## src/rtl/l2_request_adapter.sv

```systemverilog
// l2_request_adapter
//   Turns the dcache's level-held L2 word requests into single-beat
//   valid/ready transactions on the memory bus and returns one
//   l2_req_fulfilled pulse per completed word. Serves line flushes (STORE)
//   and line fills (LOAD).
//
// Ports:
//   clk, reset_n        clock, asynchronous active-low reset
//   l2_req_*            level-held request from the dcache (valid/type/address/wdata)
//   l2_req_fulfilled    one-cycle completion pulse
//   l2_rdata            load data, valid while l2_req_fulfilled is high
//   mem_req_*           single-beat bus request (valid/ready/write/address/wdata)
//   mem_resp_*          bus response / write acknowledge
//   bus_error           sticky flag: response timeout or illegal request type
//
// All outputs are registered; nothing combinational runs from an input to
// an output.

package l2_request_adapter_pkg;
  typedef enum logic [1:0] {
    LOAD  = 2'b00,
    STORE = 2'b01
  } memory_operation_e;
endpackage

module l2_request_adapter
  import l2_request_adapter_pkg::*;
#(
  parameter int ADDR_W         = 32,
  parameter int XLEN           = 32,
  parameter int TIMEOUT_CYCLES = 255
) (
  input  logic              clk,
  input  logic              reset_n,
  input  logic              l2_req_valid,
  input  memory_operation_e l2_req_type,
  input  logic [ADDR_W-1:0] l2_req_address,
  input  logic [XLEN-1:0]   l2_req_wdata,
  output logic              l2_req_fulfilled,
  output logic [XLEN-1:0]   l2_rdata,
  output logic              mem_req_valid,
  input  logic              mem_req_ready,
  output logic              mem_req_write,
  output logic [ADDR_W-1:0] mem_req_address,
  output logic [XLEN-1:0]   mem_req_wdata,
  input  logic              mem_resp_valid,
  input  logic [XLEN-1:0]   mem_resp_data,
  output logic              bus_error
);

  localparam int CNT_W = $clog2(TIMEOUT_CYCLES + 1);
  localparam logic [CNT_W-1:0] CNT_MAX  = '1;
  // Counter value seen during the last permitted WAIT cycle.
  localparam logic [CNT_W-1:0] CNT_LAST = CNT_W'(TIMEOUT_CYCLES - 1);

  typedef enum logic [2:0] {
    S_IDLE, S_ISSUE, S_WAIT, S_DONE, S_RECOVER, S_ERROR
  } state_e;

  state_e            state_q, state_d;
  logic [CNT_W-1:0]  cnt_q, cnt_d;
  logic              req_valid_q, req_valid_d;
  logic              write_q, write_d;
  logic [ADDR_W-1:0] addr_q, addr_d;
  logic [XLEN-1:0]   wdata_q, wdata_d;
  logic              fulfilled_q, fulfilled_d;
  logic [XLEN-1:0]   rdata_q, rdata_d;
  logic              err_q, err_d;

  always_comb begin
    state_d     = state_q;
    cnt_d       = cnt_q;
    req_valid_d = 1'b0;
    write_d     = write_q;
    addr_d      = addr_q;
    wdata_d     = wdata_q;
    fulfilled_d = 1'b0;
    rdata_d     = rdata_q;
    err_d       = err_q;

    case (state_q)
      S_IDLE: begin
        if (l2_req_valid) begin
          if (l2_req_type == LOAD || l2_req_type == STORE) begin
            // Latch the request; the bus side only ever sees these copies,
            // so later changes on l2_req_* cannot disturb this transaction.
            state_d     = S_ISSUE;
            req_valid_d = 1'b1;
            write_d     = (l2_req_type == STORE);
            addr_d      = l2_req_address;
            wdata_d     = l2_req_wdata;
          end else begin
            state_d = S_ERROR;
            err_d   = 1'b1;
          end
        end
      end
      S_ISSUE: begin
        if (mem_req_ready) begin
          state_d = S_WAIT;
          cnt_d   = '0;
        end else begin
          req_valid_d = 1'b1;
        end
      end
      S_WAIT: begin
        // A response in the final permitted cycle still wins over the timeout.
        if (mem_resp_valid) begin
          state_d     = S_DONE;
          fulfilled_d = 1'b1;
          if (!write_q) rdata_d = mem_resp_data;
        end else if (cnt_q == CNT_LAST) begin
          state_d = S_ERROR;
          err_d   = 1'b1;
        end else if (cnt_q != CNT_MAX) begin
          cnt_d = cnt_q + CNT_W'(1);
        end
      end
      S_DONE:    state_d = S_RECOVER;
      // One dead cycle absorbs the requester's address update and its
      // trailing valid, so the last word is never issued twice.
      S_RECOVER: state_d = S_IDLE;
      S_ERROR:   err_d   = 1'b1;
      default:   state_d = S_IDLE;
    endcase

    // ERROR presents nothing but bus_error.
    if (state_d == S_ERROR) begin
      req_valid_d = 1'b0;
      write_d     = 1'b0;
      addr_d      = '0;
      wdata_d     = '0;
      fulfilled_d = 1'b0;
      rdata_d     = '0;
    end
  end

  always_ff @(posedge clk or negedge reset_n) begin
    if (!reset_n) begin
      state_q     <= S_IDLE;
      cnt_q       <= '0;
      req_valid_q <= 1'b0;
      write_q     <= 1'b0;
      addr_q      <= '0;
      wdata_q     <= '0;
      fulfilled_q <= 1'b0;
      rdata_q     <= '0;
      err_q       <= 1'b0;
    end else begin
      state_q     <= state_d;
      cnt_q       <= cnt_d;
      req_valid_q <= req_valid_d;
      write_q     <= write_d;
      addr_q      <= addr_d;
      wdata_q     <= wdata_d;
      fulfilled_q <= fulfilled_d;
      rdata_q     <= rdata_d;
      err_q       <= err_d;
    end
  end

  assign mem_req_valid    = req_valid_q;
  assign mem_req_write    = write_q;
  assign mem_req_address  = addr_q;
  assign mem_req_wdata    = wdata_q;
  assign l2_req_fulfilled = fulfilled_q;
  assign l2_rdata         = rdata_q;
  assign bus_error        = err_q;

endmodule
```

## config.mk

```make
export PLATFORM = sky130hd
export DESIGN_NAME = l2_request_adapter
export DESIGN_NICKNAME = d
export VERILOG_FILES = /design/src/rtl/l2_request_adapter.sv
export SDC_FILE = /design/constraint.sdc
export NUM_CORES = 1
export LEC_CHECK = 0
export BUFFER_PORTS_ARGS = -buffer_cell sky130_fd_sc_hd__buf_2
export CAP_MARGIN = 10
export CORE_AREA = 2 2 111 113
export CTS_CLUSTER_SIZE = 10
export DETAILED_ROUTE_END_ITERATION = 7
export DIE_AREA = 0 0 113 115
export GPL_TIMING_DRIVEN = 1
export PLACE_DENSITY = 0.75
export SYNTH_ARGS = -nofsm -noshare
export SYNTH_HDL_FRONTEND = slang
export SYNTH_SLANG_ARGS = --single-unit
```

## constraint.sdc

```tcl
create_clock -name clk -period 1.8 [get_ports clk]
set_clock_uncertainty 0.15 [all_clocks]
set_input_delay 0.36 -clock clk [delete_from_list [all_inputs] [get_ports clk]]
set_output_delay 0.36 -clock clk [all_outputs]
set_load 0.02 [all_outputs]
```

# == Yosys cells after proc, flatten, opt, wreduce, memory -nomap -nowiden ==
# Cells that the tools add are included.
# word_totals
register_bits,111
input_bits,103
out_inout_bits,100
wordCells,80
# op_classes
add_sub_neg,1
n_eq_ne,16
mux,40
reduce_logical,14
# ops
operator,n
$mux 32,12
$mux 8,4
$pmux 8 s2,1
$mux 1,15
$mux 3,5
$pmux 3 s5,1
$ne 2x2->1 const B,7
$reduce_bool 2->1,6
$reduce_and 5->1,2
$add 8x1->8 const B,1
$eq 8x8->1 const B,1
$ne 8x8->1 const B,1
$eq 3x2->1 const B,2
$eq 3x3->1 const B,2
$reduce_and 3->1,2
$eq 3x1->1 const B,1
$logic_not 3->1,1
$pmux 1 s3,1
$reduce_bool 3->1,1
$eq 2x1->1 const B,1
$logic_not 2->1,1
$ne 2x1->1 const B,1
$pmux 1 s2,1
$logic_or 1x1->1,1

# == Depth between registers and ports, before layout ==
# depth
ltp_word,8
ltp_mapped,7
mapped_depth_nobuf,6

# == Worst setup path before layout ==
# Ideal clock, no wire load.
# synth_path
kind,reg-to-reg
start,reg state_q[2]
end,reg rdata_q[10] (netlist: l2_rdata[10])
setup_time_ns,0.128
t_arrival_ns,1.699
required_ns,1.522
setup_slack_ns,-0.177
path_stages_with_launch,8
path_buffers,3
period_less_slack_ns,1.977
cell_sequence,dfrtp_1 -> buf_6 -> or3b_1 -> buf_6 -> nor3_4 -> buf_6 -> mux2i_1 -> a21oi_2
# synth_between
elab_chain_len,6
# synth_lines
item,line,source
from (decl),60,"state_e state_q, state_d;"
from (signal assigned),150,state_q <= state_d;
$mux 3,112,end else if (cnt_q == CNT_LAST) begin
$mux 3,108,if (mem_resp_valid) begin
$pmux 3 s5,81,case (state_q)
$eq 3x3->1,128,if (state_d == S_ERROR) begin
$ne 2x1->1 (no source line) / $reduce_bool 2->1 (equally long branches),--,
$reduce_and 3->1 (no source line),--,
to (signal assigned),157,rdata_q <= rdata_d;
to (decl),67,"logic [XLEN-1:0] rdata_q, rdata_d;"
# Several ways; a longest one is shown, not always the timed one.
# A chain may end at the register's enable or synchronous reset.

# == Worst setup path in the final report ==
# layout_path
start,reg state_q[2]
end,reg err_q (netlist: bus_error)
# layout_between
elab_chain_len,3
# layout_lines
item,line,source
$eq 3x2->1 (tied with other cells),81,
$ne 2x2->1 (no source line) / $reduce_bool 3->1 (equally long branches),--,
$reduce_and 5->1 (no source line),--,
to (signal assigned),158,err_q <= err_d;
to (decl),68,"logic err_q, err_d;"
# Several ways; a longest one is shown, not always the timed one.

==> out/results.ini <==
[global_routing]
grt_pass1_vias=4162
gr-usage-all-layers_pct=19.5
grt_pass1_wl_um=20300
overflow=0
grt_start_max_net_pins=70
antenna_found_initial=0

[logic_synthesis]
syn_inst=410
synth_seq_cells=111
synth_fp_nets=515
syn_area_um2=5040
yosysSeqAreaShare_pct=55.1
synth_cell_type_count=37
ys_warn_count=0
synth.avg_cell_area_um2=12.3

[placement]
finalWeightedCongestion=0.778
dp_cells=769
io_buffer_count=202
place.detailed.hpwl_um=8950

[worst_setup_path]
critPathLaunchType=flop
cpMaxStageDelayCell=dfrtp_1
crit_family=buffers and inverters
required_ns=1.89
crit_buf_inv=4
endpoint_kind=flop
critPathArrivalTime_ns=2.19
crit_fanout=6
slowest_delay_ns=0.45
worstSetupPathType=reg -> reg
crit_path_cell_trace=buf_4, nor2b_1, o32a_1, a22oi_4, buf_12, buf_6, buf_16, a21o_1

[clock_tree]
cts_htree_levels=3
cts_sinks=111
cts_tree=yes
cts_buffers=9
worstSkewPairLatency_ns=0.34
cts.reportedPaths.clkPinSlew_ns=0.07
clock-root-buffer=clkbuf_16
cts_buffer_depth=2

[timing]
drv_slew=0
finalHoldViolations=0
tightestPinTransition_ns=0.544
period_share_pct=117
finalSetupViolCount=106
fin_ws_ns=-0.308
maxClockFrequency_ghz=0.474
relSlewSlack_pct=63.7
fin_crit_ns=2.11
rsz0062_at_grt=yes

[routing]
avgViaCountPerCell=5.47
dr.pass1.iters=6
wirelength_um=15600
via_count=4455
drt_iter0_markers=311
drc=10
antenna_left=0
wl_per_cell_um=19.2

[power]
p_leak_nw=3.50
p_total_mw=13.9
ir_worst_vdd_v=0.000969
p_per_area_nw_per_um2=1850

[finish]
antenna-diode-count=0
syn_to_final_growth_pct=48.6
nets=771
drive_gt1_share_pct=51.9
instances_no_fill=814
final_core_util_pct=63.4

[job]
maxCapViolCount=0

[floorplan]
io_pins=203
dieArea_um2=13000
start_util_pct=42.7
die-height_um=115
placementRows=40
coreArea_um2=11800
die_w_um=113

[status]
violations=design-rule violations, negative setup slack
outcome=finished with violations

[min_path]
hp-class=in -> reg

==> final timing paths <==
path | start | end | slack [ns] | cells after the start
max reg2reg | state_q[2]$_DFF_PN0_ | bus_error$_DFFE_PN0P_ | -0.31 | 8
min in group asynchronous | reset_n | mem_req_address[12]$_DFFE_PN0P_ | 0.41 | 3
max | state_q[2]$_DFF_PN0_ | bus_error$_DFFE_PN0P_ | -0.31 | 8
min reg2reg | bus_error$_DFFE_PN0P_ | bus_error$_DFFE_PN0P_ | 0.31 | 1
min | mem_resp_data[13] | l2_rdata[13]$_DFFE_PN0P_ | 0.13 | 3
max in group asynchronous | reset_n | l2_rdata[19]$_DFFE_PN0P_ | 0.61 | 3
==> tightest hold or removal path, stage by stage <==
cell	delay, ns
buf_2	0.08
mux2i_1	0.06
a21oi_2	0.09
==> placed cells by master, fill, tap and decap left out, types with 3 or more instances in the layout <==
cell type,synthesis,layout
dfrtp_1,111,109
buf_2,14,201
a21o_1,4,3
clkinv_2,0,3
inv_1,5,5
a21oi_1,87,70
or4_1,4,3
nand4_1,3,3
clkbuf_16,0,21
a21oi_2,17,34
o31ai_1,6,4
buf_8,0,3
nand2_1,6,6
buf_4,9,40
buf_6,6,8
buf_12,0,10
o21ai_0,4,4
buf_16,0,4
mux2i_1,99,97
==> metrics by stage <==
step,setup slack [ns],hold WS (ns),setup TNS [ns],instance area (um2)
2_1_floorplan,-0.177,-0.0856,-4.94,5100
3_3_place_gp,-0.172,0.249,-14.31,6500
3_5_place_dp,-0.228,0.250,-18.44,6500
4_1_cts,-0.169,0.120,-14.39,6820
5_1_grt,-0.325,0.133,-30.49,7490
6_report,-0.308,0.133,-26.82,7490
==> sequential cells by signal, indices dropped and copies added (netlist names) <==
| signal | flops |
|---|---|
| mem_req_address | 32 |
| state_q | 3 |
| mem_req_valid | 1 |
| bus_error | 1 |
| l2_rdata | 32 |
| mem_req_write | 1 |
| l2_req_fulfilled | 1 |
| mem_req_wdata | 32 |
| cnt_q | 8 |
==> layer usage <==
layer / vias to the layer above / GRT usage [%] / wire length, um
met5: - / 0 / 0
met4: 0 / 6.34 / 366
met3: 29 / 5.80 / 1040
met2: 207 / 34.4 / 8070
met1: 2215 / 23.1 / 6110
li1: 2004 / - / -
==> report_power, final <==
group | switching (mW) | leakage, nW | internal [mW] | total [mW]
registers | 0.633 | 1.42 | 3.58 | 4.21
clock network | 0.844 | 0.123 | 0.901 | 1.75
logic | 4.46 | 1.96 | 3.45 | 7.91
==> kinds of logic after synthesis <==
kind of cell    after synthesis  share of synthesized area [%]
fa+ha+maj                     2                          0.496
mux                          99                           19.7
compound gates              124                           15.1
flops                       111                           55.1
buf+inv                      40                           4.89
simple gates                 34                           4.69
==> cells in the mapped netlist <==
cell,number,share of area (%)
dfrtp_1,111,55
mux2i_1,99,20
a21oi_1,87,8.6
a21oi_2,17,3.0
buf_2,14,1.4
buf_4,9,1.3
buf_6,6,1.3
clkbuf_1,6,0.45
nand2_1,6,0.45
o31ai_1,6,0.89
inv_1,5,0.37
a21o_1,4,0.60
o21ai_0,4,0.40
or4_1,4,0.60
nand2b_1,3,0.37
nand4_1,3,0.37
ha_1,2,0.50
nand3_1,2,0.20
nor2_1,2,0.15
nor4_2,2,0.50
or3b_1,2,0.35
a2111oi_4,1,0.55
a22oi_4,1,0.42
and4_1,1,0.17
nand3b_1,1,0.15
nand4bb_1,1,0.22
nor2b_1,1,0.12
nor3_1,1,0.099
nor3_4,1,0.32
nor3b_2,1,0.25
nor4_1,1,0.12
o21a_1,1,0.15
o21ai_2,1,0.17
o31a_1,1,0.17
o32a_1,1,0.20
or2_1,1,0.12
or3_1,1,0.12
==> timing repair <==
action / CTS / global route
gates resized for setup: 10 / 39
setup buffers: 2 / 14
cloned: 1 / 15
endpoints found under the setup margin: 106 / 106
hold endpoints to repair: 111 / 0
hold buffers: 1 / 0
pin swaps: 1 / 22
==> area by class of cell <==
type | count | area [um2]
Sequential cell | 111 | 2780
Fill cell | 885 | 4320
Tap cell | 147 | 184
Timing Repair Buffer | 279 | 2060
Inverter | 5 | 18.8
Multi-Input combinational cell | 260 | 2200
Clock buffer | 9 | 225
Clock inverter | 3 | 15.0
No activity file was read; power rests on OpenSTA's default activity.
